`src/rtl/avalon_arb_pkg.sv`:
```
// Shared types and constants for the two-port Avalon-ST packet arbiter.
// Holds the arbiter state encoding and the requester count.
package avalon_arb_pkg;

  localparam int NUM_PORTS = 2;

  typedef enum logic [1:0] {
    IDLE   = 2'd0,
    GRANT0 = 2'd1,
    GRANT1 = 2'd2
  } arb_state_e;

endpackage

```
`src/rtl/avalon_st_if.sv`:
```
// Avalon-ST stream bundle: data beat with packet framing and ready backpressure.
// The master drives the beat; the slave answers with rdy.
interface avalon_st_if #(
  parameter int DATA_W  = 32,
  parameter int EMPTY_W = 2
) ();

  logic [DATA_W-1:0]  data;
  logic               valid;
  logic               sop;
  logic               eop;
  logic [EMPTY_W-1:0] empty;
  logic               rdy;

  modport master (output data, output valid, output sop, output eop, output empty, input rdy);
  modport slave  (input data, input valid, input sop, input eop, input empty, output rdy);

endinterface

```
`src/rtl/avalon_arb_rr_picker.sv`:
```
// Two-way round-robin winner selection, purely combinational.
// On a tie the port that did not win last time is chosen.
module avalon_arb_rr_picker
  import avalon_arb_pkg::*;
(
  input  logic [NUM_PORTS-1:0] req,
  input  logic                 last_grant,
  output logic                 gnt_vld,
  output logic                 gnt_idx
);

  always_comb begin
    gnt_vld = |req;
    gnt_idx = 1'b0;
    case (req)
      2'b01:   gnt_idx = 1'b0;
      2'b10:   gnt_idx = 1'b1;
      2'b11:   gnt_idx = ~last_grant;
      default: gnt_idx = 1'b0;
    endcase
  end

endmodule

```
`src/rtl/avalon_st_packet_arbiter.sv`:
```
// Packet-granular arbiter merging two Avalon-ST streams onto one output.
// A grant is held from sop through the accepted eop beat; stray beats in IDLE are dropped.
module avalon_st_packet_arbiter
  import avalon_arb_pkg::*;
#(
  parameter int CNT_W = 16
) (
  input  logic             clk,
  input  logic             rst,
  avalon_st_if.slave       in0,
  avalon_st_if.slave       in1,
  avalon_st_if.master      arb_out,
  output logic             stray_drop,
  output logic [CNT_W-1:0] pkt_cnt0,
  output logic [CNT_W-1:0] pkt_cnt1,
  output logic             busy
);

  arb_state_e           state_q, state_d;
  logic                 last_grant_q, last_grant_d;
  logic [CNT_W-1:0]     cnt0_q, cnt0_d;
  logic [CNT_W-1:0]     cnt1_q, cnt1_d;
  logic                 busy_q, busy_d;

  logic [NUM_PORTS-1:0] req;
  logic [NUM_PORTS-1:0] stray;
  logic [NUM_PORTS-1:0] rdy_c;
  logic                 stray_c;
  logic                 gnt_vld;
  logic                 gnt_idx;

  assign req   = {in1.valid & in1.sop,  in0.valid & in0.sop};
  assign stray = {in1.valid & ~in1.sop, in0.valid & ~in0.sop};

  avalon_arb_rr_picker u_picker (
    .req        (req),
    .last_grant (last_grant_q),
    .gnt_vld    (gnt_vld),
    .gnt_idx    (gnt_idx)
  );

  always_comb begin
    state_d       = state_q;
    last_grant_d  = last_grant_q;
    cnt0_d        = cnt0_q;
    cnt1_d        = cnt1_q;
    rdy_c         = '0;
    stray_c       = 1'b0;
    arb_out.data  = '0;
    arb_out.valid = 1'b0;
    arb_out.sop   = 1'b0;
    arb_out.eop   = 1'b0;
    arb_out.empty = '0;

    case (state_q)
      IDLE: begin
        // Requesting ports keep their first beat upstream; only strays are consumed.
        rdy_c   = stray;
        stray_c = |stray;
        if (gnt_vld) begin
          state_d = gnt_idx ? GRANT1 : GRANT0;
        end
      end
      GRANT0: begin
        arb_out.data  = in0.data;
        arb_out.valid = in0.valid;
        arb_out.sop   = in0.sop;
        arb_out.eop   = in0.eop;
        arb_out.empty = in0.empty;
        rdy_c[0]      = arb_out.rdy;
        if (in0.valid && arb_out.rdy && in0.eop) begin
          state_d      = IDLE;
          last_grant_d = 1'b0;
          cnt0_d       = cnt0_q + CNT_W'(1);
        end
      end
      GRANT1: begin
        arb_out.data  = in1.data;
        arb_out.valid = in1.valid;
        arb_out.sop   = in1.sop;
        arb_out.eop   = in1.eop;
        arb_out.empty = in1.empty;
        rdy_c[1]      = arb_out.rdy;
        if (in1.valid && arb_out.rdy && in1.eop) begin
          state_d      = IDLE;
          last_grant_d = 1'b1;
          cnt1_d       = cnt1_q + CNT_W'(1);
        end
      end
      default: begin
        state_d = IDLE;
      end
    endcase

    busy_d = (state_d != IDLE);
  end

  always_ff @(posedge clk or negedge rst) begin
    if (!rst) begin
      state_q      <= IDLE;
      last_grant_q <= 1'b1;
      cnt0_q       <= '0;
      cnt1_q       <= '0;
      busy_q       <= 1'b0;
    end else begin
      state_q      <= state_d;
      last_grant_q <= last_grant_d;
      cnt0_q       <= cnt0_d;
      cnt1_q       <= cnt1_d;
      busy_q       <= busy_d;
    end
  end

  // Handshake outputs are forced quiet while reset is held, even for stray beats.
  assign in0.rdy    = rdy_c[0] & rst;
  assign in1.rdy    = rdy_c[1] & rst;
  assign stray_drop = stray_c & rst;
  assign pkt_cnt0   = cnt0_q;
  assign pkt_cnt1   = cnt1_q;
  assign busy       = busy_q;

endmodule

```
`src/flat_wrapper.sv`:
```
// flat-port wrapper written by rule: the top's interface ports become plain ports
module avalon_st_packet_arbiter_flat import avalon_arb_pkg::*;
#(
  parameter int CNT_W = 16
)
  (clk, rst, stray_drop, pkt_cnt0, pkt_cnt1, busy, in0_data, in0_valid, in0_sop, in0_eop, in0_empty, in0_rdy, in1_data, in1_valid, in1_sop, in1_eop, in1_empty, in1_rdy, arb_out_data, arb_out_valid, arb_out_sop, arb_out_eop, arb_out_empty, arb_out_rdy);
  avalon_st_if #(.DATA_W(32), .EMPTY_W(2)) in0_i ();
  avalon_st_if #(.DATA_W(32), .EMPTY_W(2)) in1_i ();
  avalon_st_if #(.DATA_W(32), .EMPTY_W(2)) arb_out_i ();
  input  logic clk;
  input  logic rst;
  output logic stray_drop;
  output logic [CNT_W-1:0] pkt_cnt0;
  output logic [CNT_W-1:0] pkt_cnt1;
  output logic busy;
  input wire logic [$bits(in0_i.data)-1:0] in0_data;
  input wire logic [$bits(in0_i.valid)-1:0] in0_valid;
  input wire logic [$bits(in0_i.sop)-1:0] in0_sop;
  input wire logic [$bits(in0_i.eop)-1:0] in0_eop;
  input wire logic [$bits(in0_i.empty)-1:0] in0_empty;
  output wire logic [$bits(in0_i.rdy)-1:0] in0_rdy;
  input wire logic [$bits(in1_i.data)-1:0] in1_data;
  input wire logic [$bits(in1_i.valid)-1:0] in1_valid;
  input wire logic [$bits(in1_i.sop)-1:0] in1_sop;
  input wire logic [$bits(in1_i.eop)-1:0] in1_eop;
  input wire logic [$bits(in1_i.empty)-1:0] in1_empty;
  output wire logic [$bits(in1_i.rdy)-1:0] in1_rdy;
  output wire logic [$bits(arb_out_i.data)-1:0] arb_out_data;
  output wire logic [$bits(arb_out_i.valid)-1:0] arb_out_valid;
  output wire logic [$bits(arb_out_i.sop)-1:0] arb_out_sop;
  output wire logic [$bits(arb_out_i.eop)-1:0] arb_out_eop;
  output wire logic [$bits(arb_out_i.empty)-1:0] arb_out_empty;
  input wire logic [$bits(arb_out_i.rdy)-1:0] arb_out_rdy;
  assign in0_i.data = in0_data;
  assign in0_i.valid = in0_valid;
  assign in0_i.sop = in0_sop;
  assign in0_i.eop = in0_eop;
  assign in0_i.empty = in0_empty;
  assign in0_rdy = in0_i.rdy;
  assign in1_i.data = in1_data;
  assign in1_i.valid = in1_valid;
  assign in1_i.sop = in1_sop;
  assign in1_i.eop = in1_eop;
  assign in1_i.empty = in1_empty;
  assign in1_rdy = in1_i.rdy;
  assign arb_out_data = arb_out_i.data;
  assign arb_out_valid = arb_out_i.valid;
  assign arb_out_sop = arb_out_i.sop;
  assign arb_out_eop = arb_out_i.eop;
  assign arb_out_empty = arb_out_i.empty;
  assign arb_out_i.rdy = arb_out_rdy;
  avalon_st_packet_arbiter #(.CNT_W(CNT_W)) u_core (.clk(clk), .rst(rst), .in0(in0_i), .in1(in1_i), .arb_out(arb_out_i), .stray_drop(stray_drop), .pkt_cnt0(pkt_cnt0), .pkt_cnt1(pkt_cnt1), .busy(busy));
endmodule
```
`config.mk`:
```
export PLATFORM = sky130hd
export DESIGN_NAME = avalon_st_packet_arbiter_flat
export DESIGN_NICKNAME = d
export VERILOG_FILES = /design/src/rtl/avalon_arb_pkg.sv /design/src/rtl/avalon_st_if.sv /design/src/rtl/avalon_arb_rr_picker.sv /design/src/rtl/avalon_st_packet_arbiter.sv /design/src/flat_wrapper.sv
export SDC_FILE = /design/constraint.sdc
export NUM_CORES = 1
export LEC_CHECK = 0
export BUFFER_PORTS_ARGS = -buffer_cell sky130_fd_sc_hd__clkbuf_2
export CAP_MARGIN = 15
export CELL_PAD_IN_SITES_DETAIL_PLACEMENT = 1
export CELL_PAD_IN_SITES_GLOBAL_PLACEMENT = 1
export CORE_MARGIN = 8
export CORE_UTILIZATION = 32
export CTS_CLUSTER_DIAMETER = 100
export DETAILED_ROUTE_END_ITERATION = 12
export GPL_ROUTABILITY_DRIVEN = 0
export GPL_TIMING_DRIVEN = 0
export PLACE_DENSITY = 0.82
export SETUP_SLACK_MARGIN = 0.02
export SLEW_MARGIN = 20
export SYNTH_ARGS = -nofsm -noshare
export SYNTH_HDL_FRONTEND = slang
export SYNTH_SLANG_ARGS = --single-unit
```
`constraint.sdc`:
```
create_clock -name clk -period 4 [get_ports clk]
set_input_delay 0.2 -clock clk [delete_from_list [all_inputs] [get_ports clk]]
set_output_delay 0.2 -clock clk [all_outputs]
set_load 0.02 [all_outputs]
```
==> results of run 1 <==
[final timing paths]
check / start / end / slack, ns / cells after the start
min: rst / u_core.pkt_cnt0[13] / 0.05 / 1
max in group asynchronous: rst / u_core.pkt_cnt1[6] / 3.35 / 1
min reg2reg: u_core.pkt_cnt0[14] / u_core.pkt_cnt0[14] / 0.49 / 1
max reg2reg: u_core.state_q[0] / u_core.pkt_cnt1[6] / 2.08 / 7
max: u_core.state_q[1] / arb_out_data[7] / 1.55 / 7
min in group clk: in0_sop / u_core.state_q[1] / 0.36 / 3
[report_power, final]
group	total [uW]	internal (uW)	switching [uW]
sequential	453	406	47.5
combinational	974	388	587
clock	313	185	128
total	1740	978	763
[kinds of logic (layout without fill, tap and decap cells)]
logic type | Yosys count | in the layout | synth area share, %
xor gates and xnor gates | 30 | 30 | 11.4
AOI/OAI and AO/OA | 49 | 49 | 16.4
adders and majority gates | 6 | 6 | 3.27
DFF | 36 | 36 | 39.3
buffers and inverters | 20 | 177 | 3.59
and+or+nand+nor | 104 | 104 | 25.5
muxes | 1 | 1 | 0.490
[synth_stat cells]
master,number
o32a_1,1
buf_2,3
xnor2_1,24
nand2_1,16
dfstp_2,1
nor3_1,1
and3_1,5
and2_1,1
nor2_2,1
nor2_1,11
a21bo_2,1
a22oi_1,38
or2_2,1
clkbuf_1,9
and2_4,1
xor2_1,6
a311oi_1,1
nor2b_1,40
o22a_1,1
nand2b_1,1
nand3_1,11
a311o_1,1
and4_1,6
o21ai_0,1
dfrtp_1,35
inv_1,6
a22o_1,2
a32oi_1,2
buf_1,1
mux2_2,1
nand4_1,9
a21oi_1,1
ha_1,6
buf_4,1
[metrics by stage]
stage	hold WS (ns)	util, %	cell area (sq um)	std cells	setup slack (ns)
global route	0.128	46.1	3270	502	1.34
detailed placement	0.390	44.6	3170	494	1.86
global placement	0.388	44.6	3170	494	1.88
floorplan	-0.0956	-	2300	246	2.19
finish	0.0453	46.1	3270	502	1.55
CTS	0.0750	46.1	3270	502	1.52
[flip-flops by register name (all words and copies together), names as in the netlist]
name	cells
u_core.busy	1
u_core.last_grant_q	1
u_core.pkt_cnt0	16
u_core.pkt_cnt1	16
u_core.state_q	2
[per-layer routing]
layer / wire (um) / up-vias / global-route usage (%)
met3: 1010 / 6 / 8.98
met2: 4260 / 103 / 29.9
met5: 0 / - / 0
li1: - / 1187 / -
met1: 3120 / 1184 / 16.6
met4: 50 / 0 / 3.14
[layout make-up]
| cell class | count | area [sq um] |
|---|---|---|
| repair buffers | 149 | 746 |
| plain buffers | 14 | 60.1 |
| multi-input cells | 190 | 1310 |
| clock buffers | 6 | 72.6 |
| clock inverters | 2 | 35.0 |
| inverters | 6 | 22.5 |
| fillers | 897 | 3820 |
| well taps | 99 | 124 |
| flip-flops and latches | 36 | 902 |
[worst max-delay path: stages, from the launching register on]
cell	delay (ns)
dfrtp_1	0.43
inv_1	0.12
ha_1	0.24
clkbuf_1	0.41
buf_2	0.32
a22oi_1	0.10
nor2b_1	0.14
clkbuf_2	0.19
==> summary.txt, run 1 <==
Detailed routing
  – WL final: 8430 um
  – Final antenna-violating net count: 0
  – Vias: 2,480
  – Vias per cell: 4.94
  – # DRC: 0
  – Wire length per cell: 16.8 um
  – Drt first pass iters: 4
  – Iteration-0 DRC Markers: 23

STA
  – Pins Over Slew Limit: 0
  – RSZ-0062 raised after global routing: no
  – Final Cycle Share: approximately three fifths
  – Final setup vio count: 0
  – Clock Skew: about 0.0072 ns
  – Final Critical Period: 2.45 ns
  – Hold Violations, Final: 0
  – Worst slew margin: 36.5%
  – Post-route setup TNS: 0 ns
  – F_max: approximately 400 MHz
  – Actual slew at the worst max-slew pin: 0.953 ns

Yosys
  – Avg Cell Area, Syn: 9.34 sq um
  – Mapped Nets: 329
  – YS warnings: 0
  – Synth area leaders: dfrtp_1 (38%), a22oi_1 (12%), nor2b_1 (11%), xnor2_1 (9.2%), ha_1 (3.3%)
  – Post-synth top area cell: dfrtp_1
  – Post-synthesis cell type count: 34
  – FF+latch count, synth: 36
  – Post-synthesis sequential area ratio: 39.3%
  – Synthesized area: 0.00230 sq mm
  – Mapped Cells: 246
  – Area fraction of the dominant cell type after synthesis: 38.1%

Floorplan
  – Die Y: 101 um
  – CORE AREA: around 0.007 sq mm
  – Die span in x: about 100 um
  – Full die area: slightly above 0.01 sq mm
  – I/O Pins: 150
  – Std-Cell Rows: 31
  – Initial Utilization: between 30% and 40%

Placement
  – Placed wire-length estimate: 7050 um
  – Port Buf Inserts: 149

Power and ir drop
  – Max VDD drop: 0.288 mV
  – Leak Pwr: 0.00166 uW
  – Power Total: around 1700 uW
  – PwrDens: 532 mW/mm^2

Final layout
  – Inserted Diodes: 0
  – Final layout net count: between 400 and 500
  – P&R area growth vs syn: 42.5%
  – Most frequent cells in the layout: clkbuf_2 (149), nor2b_1 (40), a22oi_1 (38)
  – Most common cell after layout, fill and taps aside: clkbuf_2
  – Layout cell share with drive strength beyond 1: 41.2%

CTS
  – TritonCTS Buffers: 5
  – Clock-pin slew on the worst setup and hold paths: 0.07 ns
  – CTS tree: built
  – Post-CTS Setup Inserts: 0
  – H-tree Lvls: 2
  – Clock Root Buffer: clkbuf_8
  – Worst skew pair latency: ~0.29 ns
  – Clk sinks: 36
  – Clk buf depth: 2
  – Post_cts resized: 0
  – Hold buffers post-CTS: 0

GRT
  – Gr usage total: 16.7%
  – First-pass GRT wire length: about 14,000 um
  – Antenna violations before repair: 0
  – GR Overflow Total: 0
  – Pin count of the biggest net entering global routing: 40
  – Vias in the first global route: 2,774

Setup path
  – Crit Path Max Fanout: 10
  – Worst setup EP type: output port
  – Startpoint types: register
  – Crit Path Class: reg -> out
  – Worst Path Required: 3.80 ns
  – CP Data Arrival Time: 2.25 ns

Min path
  – Worst hold path type: in -> async

Flow run
  – Max_cap viols: 0

Run status
  – Status: completed
Note: power is estimated with default switching activity, not from simulation.
==> inputs of run 2 (changes only) <==
--- a/config.mk
+++ b/config.mk
@@ -10,12 +10,12 @@
 export CELL_PAD_IN_SITES_DETAIL_PLACEMENT = 1
 export CELL_PAD_IN_SITES_GLOBAL_PLACEMENT = 1
 export CORE_MARGIN = 8
-export CORE_UTILIZATION = 32
+export CORE_UTILIZATION = 27
 export CTS_CLUSTER_DIAMETER = 100
 export DETAILED_ROUTE_END_ITERATION = 12
 export GPL_ROUTABILITY_DRIVEN = 0
 export GPL_TIMING_DRIVEN = 0
-export PLACE_DENSITY = 0.82
+export PLACE_DENSITY = 0.73
 export SETUP_SLACK_MARGIN = 0.02
 export SLEW_MARGIN = 20
 export SYNTH_ARGS = -nofsm -noshare
==> constraint.sdc (replaced) <==
create_clock -name clk -period 2 [get_ports clk]
set_input_delay 0.1 -clock clk [delete_from_list [all_inputs] [get_ports clk]]
set_output_delay 0.1 -clock clk [all_outputs]
set_load 0.02 [all_outputs]
==> run 2 against run 1 <==
Net effect: the flow now finishes with violations (hold timing); largest cell class unchanged; sequential share of layout area fell by 0.64 points; count of clock-buffer cells in the layout grew 2; largest power group unchanged; utilization down 5.2 points; highest routed layer unchanged; worst setup slack got worse by 1.5 ns; non-clock buffer count grew 1; combinational power up 120%; power rose by 100%.
==> summary.txt, run 2 (synthesized netlist as in run 1, its figures left out) <==
CTS
  – Clk sinks: 36 (unchanged)
  – H-tree Lvls: 2 (unchanged)
  – Clock Root Buffer: clkbuf_8 (unchanged)
  – TritonCTS Buffers: 5 (unchanged)
  – CTS tree: built (unchanged)
  – Clock-pin slew on the worst setup and hold paths: 0.07 ns (about the same)
  – Worst skew pair latency: 0.28 ns (was 0.29 ns)
  – Clk buf depth: 2 (unchanged)

Detailed routing
  – # DRC: 0 (unchanged)
  – WL final: 8850 um (was 8430 um)
  – Iteration-0 DRC Markers: 27 (was 23)
  – Final antenna-violating net count: 0 (unchanged)
  – Drt first pass iters: 4 (unchanged)
  – Wire length per cell: 17.4 um (was 16.8 um)
  – Vias: 2,500 (was 2,480)
  – Vias per cell: 4.91 (was 4.94)

Power and ir drop
  – Power Total: 3560 uW (was 1740 uW)
  – Clock power frac: 14.6% (was 18.0%)
  – Psw: 1560 uW (was 763 uW)
  – Max VDD drop: 0.506 mV (was 0.288 mV)
  – Power share of the combinational group: 59.8% (was 56.0%)
  – P_int: 2000 uW (was 978 uW)
  – PwrDens: 1060 mW/mm^2 (was 532 mW/mm^2)
  – Leak Pwr: 0.00170 uW (was 0.00166 uW)
  – Sw Ratio: 43.8% (about the same)
  – Register share of total power: 25.6% (was 26.0%)

STA
  – Hold_ws: -0.0450 ns (was 0.0453 ns)
  – Final Critical Period: 1.92 ns
  – Worst slew margin: 37.3% (was 36.5%)
  – F_max: between 500 and 600 MHz
  – Clock Skew: 0.00416 ns (was 0.00717 ns)
  – Actual slew at the worst max-slew pin: 0.940 ns (was 0.953 ns)
  – Final setup vio count: 0 (unchanged)
  – RSZ-0062 raised after global routing: yes (was no)
  – Pins Over Slew Limit: 0 (unchanged)
  – Hold Violations, Final: 35 (was 0)
  – Final Cycle Share: 96.2%

Placement
  – Port Buf Inserts: 149 (unchanged)
  – Placed wire-length estimate: 7320 um (was 7050 um)
  – Dpl cells: 500 (was 494)

Final layout
  – P&R area growth vs syn: 46.4% (was 42.5%)
  – Inserted Diodes: 0 (unchanged)
  – Filler cells: 1,014 (was 897)
  – Final layout net count: 486 (was 485)
  – Non-filler cells, final: 509 (was 502)
  – Most frequent cells in the layout: clkbuf_2 (147), nor2b_1 (40), a22oi_1 (38) (was clkbuf_2 (149), nor2b_1 (40), a22oi_1 (38))
  – Most common cell after layout, fill and taps aside: clkbuf_2 (unchanged)
  – Layout cell share with drive strength beyond 1: 45.3% (was 41.2%)

Setup path
  – Delay-heaviest family, CP: buffers and inverters (unchanged)
  – Worst Path Required: 1.90 ns (was 3.80 ns)
  – Cells along the critical path: inv_2 -> ha_1 -> buf_2 -> buf_4 -> a22oi_1 -> nor2b_1 -> clkbuf_2 (was inv_1 -> ha_1 -> clkbuf_1 -> buf_2 -> a22oi_1 -> nor2b_1 -> clkbuf_2)
  – CP Data Arrival Time: 1.82 ns (was 2.25 ns)
  – R2R Setup Slk: 0.21 ns (was 2.08 ns)
  – Startpoint types: register (unchanged)
  – Worst setup EP type: output port (unchanged)
  – CP bufs+invs: 4 (unchanged)
  – Worst r2r src: u_core.state_q[1] (was u_core.state_q[0])
  – CP max stage delay: 0.45 ns (was 0.43 ns)
  – Crit Path Class: reg -> out (unchanged)
  – Crit Path Max Fanout: 10 (unchanged)
  – Critical path startpoint: u_core.state_q[0] (was u_core.state_q[1])
  – Slowest-stage cell, CP: dfrtp_2 (was dfrtp_1)

Floorplan
  – Initial Utilization: 28.0% (was 32.4%)
  – Full die area: 0.0117 sq mm (was 0.0101 sq mm)
  – Std-Cell Rows: 33 (was 31)
  – Die Y: 108 um (was 101 um)
  – Die span in x: 108 um (was 101 um)
  – I/O Pins: 150 (unchanged)
  – CORE AREA: 0.00822 sq mm (was 0.00710 sq mm)

GRT
  – First-pass GRT wire length: 14,200 um (was 13,600 um)
  – Vias in the first global route: 2,846 (was 2,774)
  – Gr usage total: 14.9% (was 16.7%)
  – Pin count of the biggest net entering global routing: 40 (unchanged)
  – GR Overflow Total: 0 (unchanged)
  – Antenna violations before repair: 0 (unchanged)

Run status
  – Failing checks: hold timing
  – Status: finished with violations (was completed)

Flow run
  – Max_cap viols: 0 (unchanged)

Min path
  – Worst hold path type: in -> async (unchanged)
[run 2: worst paths after layout]
| check | to | depth (start not counted) |
|---|---|---|
| worst max register to register | u_core.pkt_cnt0[15] | 7 |
| max in group asynchronous | u_core.state_q[0] | 1 |
| worst min register to register | u_core.pkt_cnt1[15] | 1 |
| worst max-delay path | arb_out_data[0] | 7 |
| worst min-delay path | u_core.pkt_cnt0[13] | 1 |
| min in group clk | u_core.state_q[1] | 3 |
[run 2: routing by layer]
metal  wire (um)  up-vias  share of wire (%)  GRT usage (%)
li1            -     1192                  -              -
met1        3340     1182                 38           15.7
met2        4290      115                 49           25.6
met3        1070       11                 12           7.44
met4         142        0                1.6           4.36
met5           0        -                  0              0
[run 2: cell type report]
class / instances / area, sq um / share of cell area [%]
Multi-Input combinational cell: 190 / 1340 / 39.9
Sequential cell: 36 / 905 / 26.9
Timing Repair Buffer: 151 / 771 / 22.9
Tap cell: 105 / 131 / 3.91
Buffer: 13 / 100 / 2.98
Clock buffer: 8 / 90.1 / 2.68
Inverter: 6 / 22.5 / 0.670
[run 2: power groups by stage]
| stage | combinational (uW) | clock [uW] | sequential (uW) |
|---|---|---|---|
| after floorplan | 1260 | 0 | 975 |
| after global placement | 1960 | 0 | 916 |
| after detailed placement | 2010 | 0 | 920 |
| after CTS | 2080 | 542 | 908 |
| after global routing | 2340 | 581 | 928 |
| final | 2130 | 520 | 912 |
[run 2: through the flow]
stage | TNS, ns | util (%) | worst slack (ns) | instance area, sq um | hold WS (ns)
2_1_floorplan | 0 | - | 0.291 | 2300 | -0.196
3_3_place_gp | -0.878 | 38.6 | -0.0960 | 3170 | 0.289
3_5_place_dp | -1.04 | 38.6 | -0.140 | 3170 | 0.293
4_1_cts | -0.0127 | 40.2 | -0.0127 | 3310 | -0.0163
5_1_grt | 0 | 40.9 | 0.00244 | 3360 | 0.0360
6_report | 0 | 40.9 | 0.0758 | 3360 | -0.0450
[run 2: repair_timing]
item                                   CTS  global route
resized for setup                       20            25
setup buffers                            0             2
endpoints found under the hold margin   35             0
setup endpoints to repair               41            48
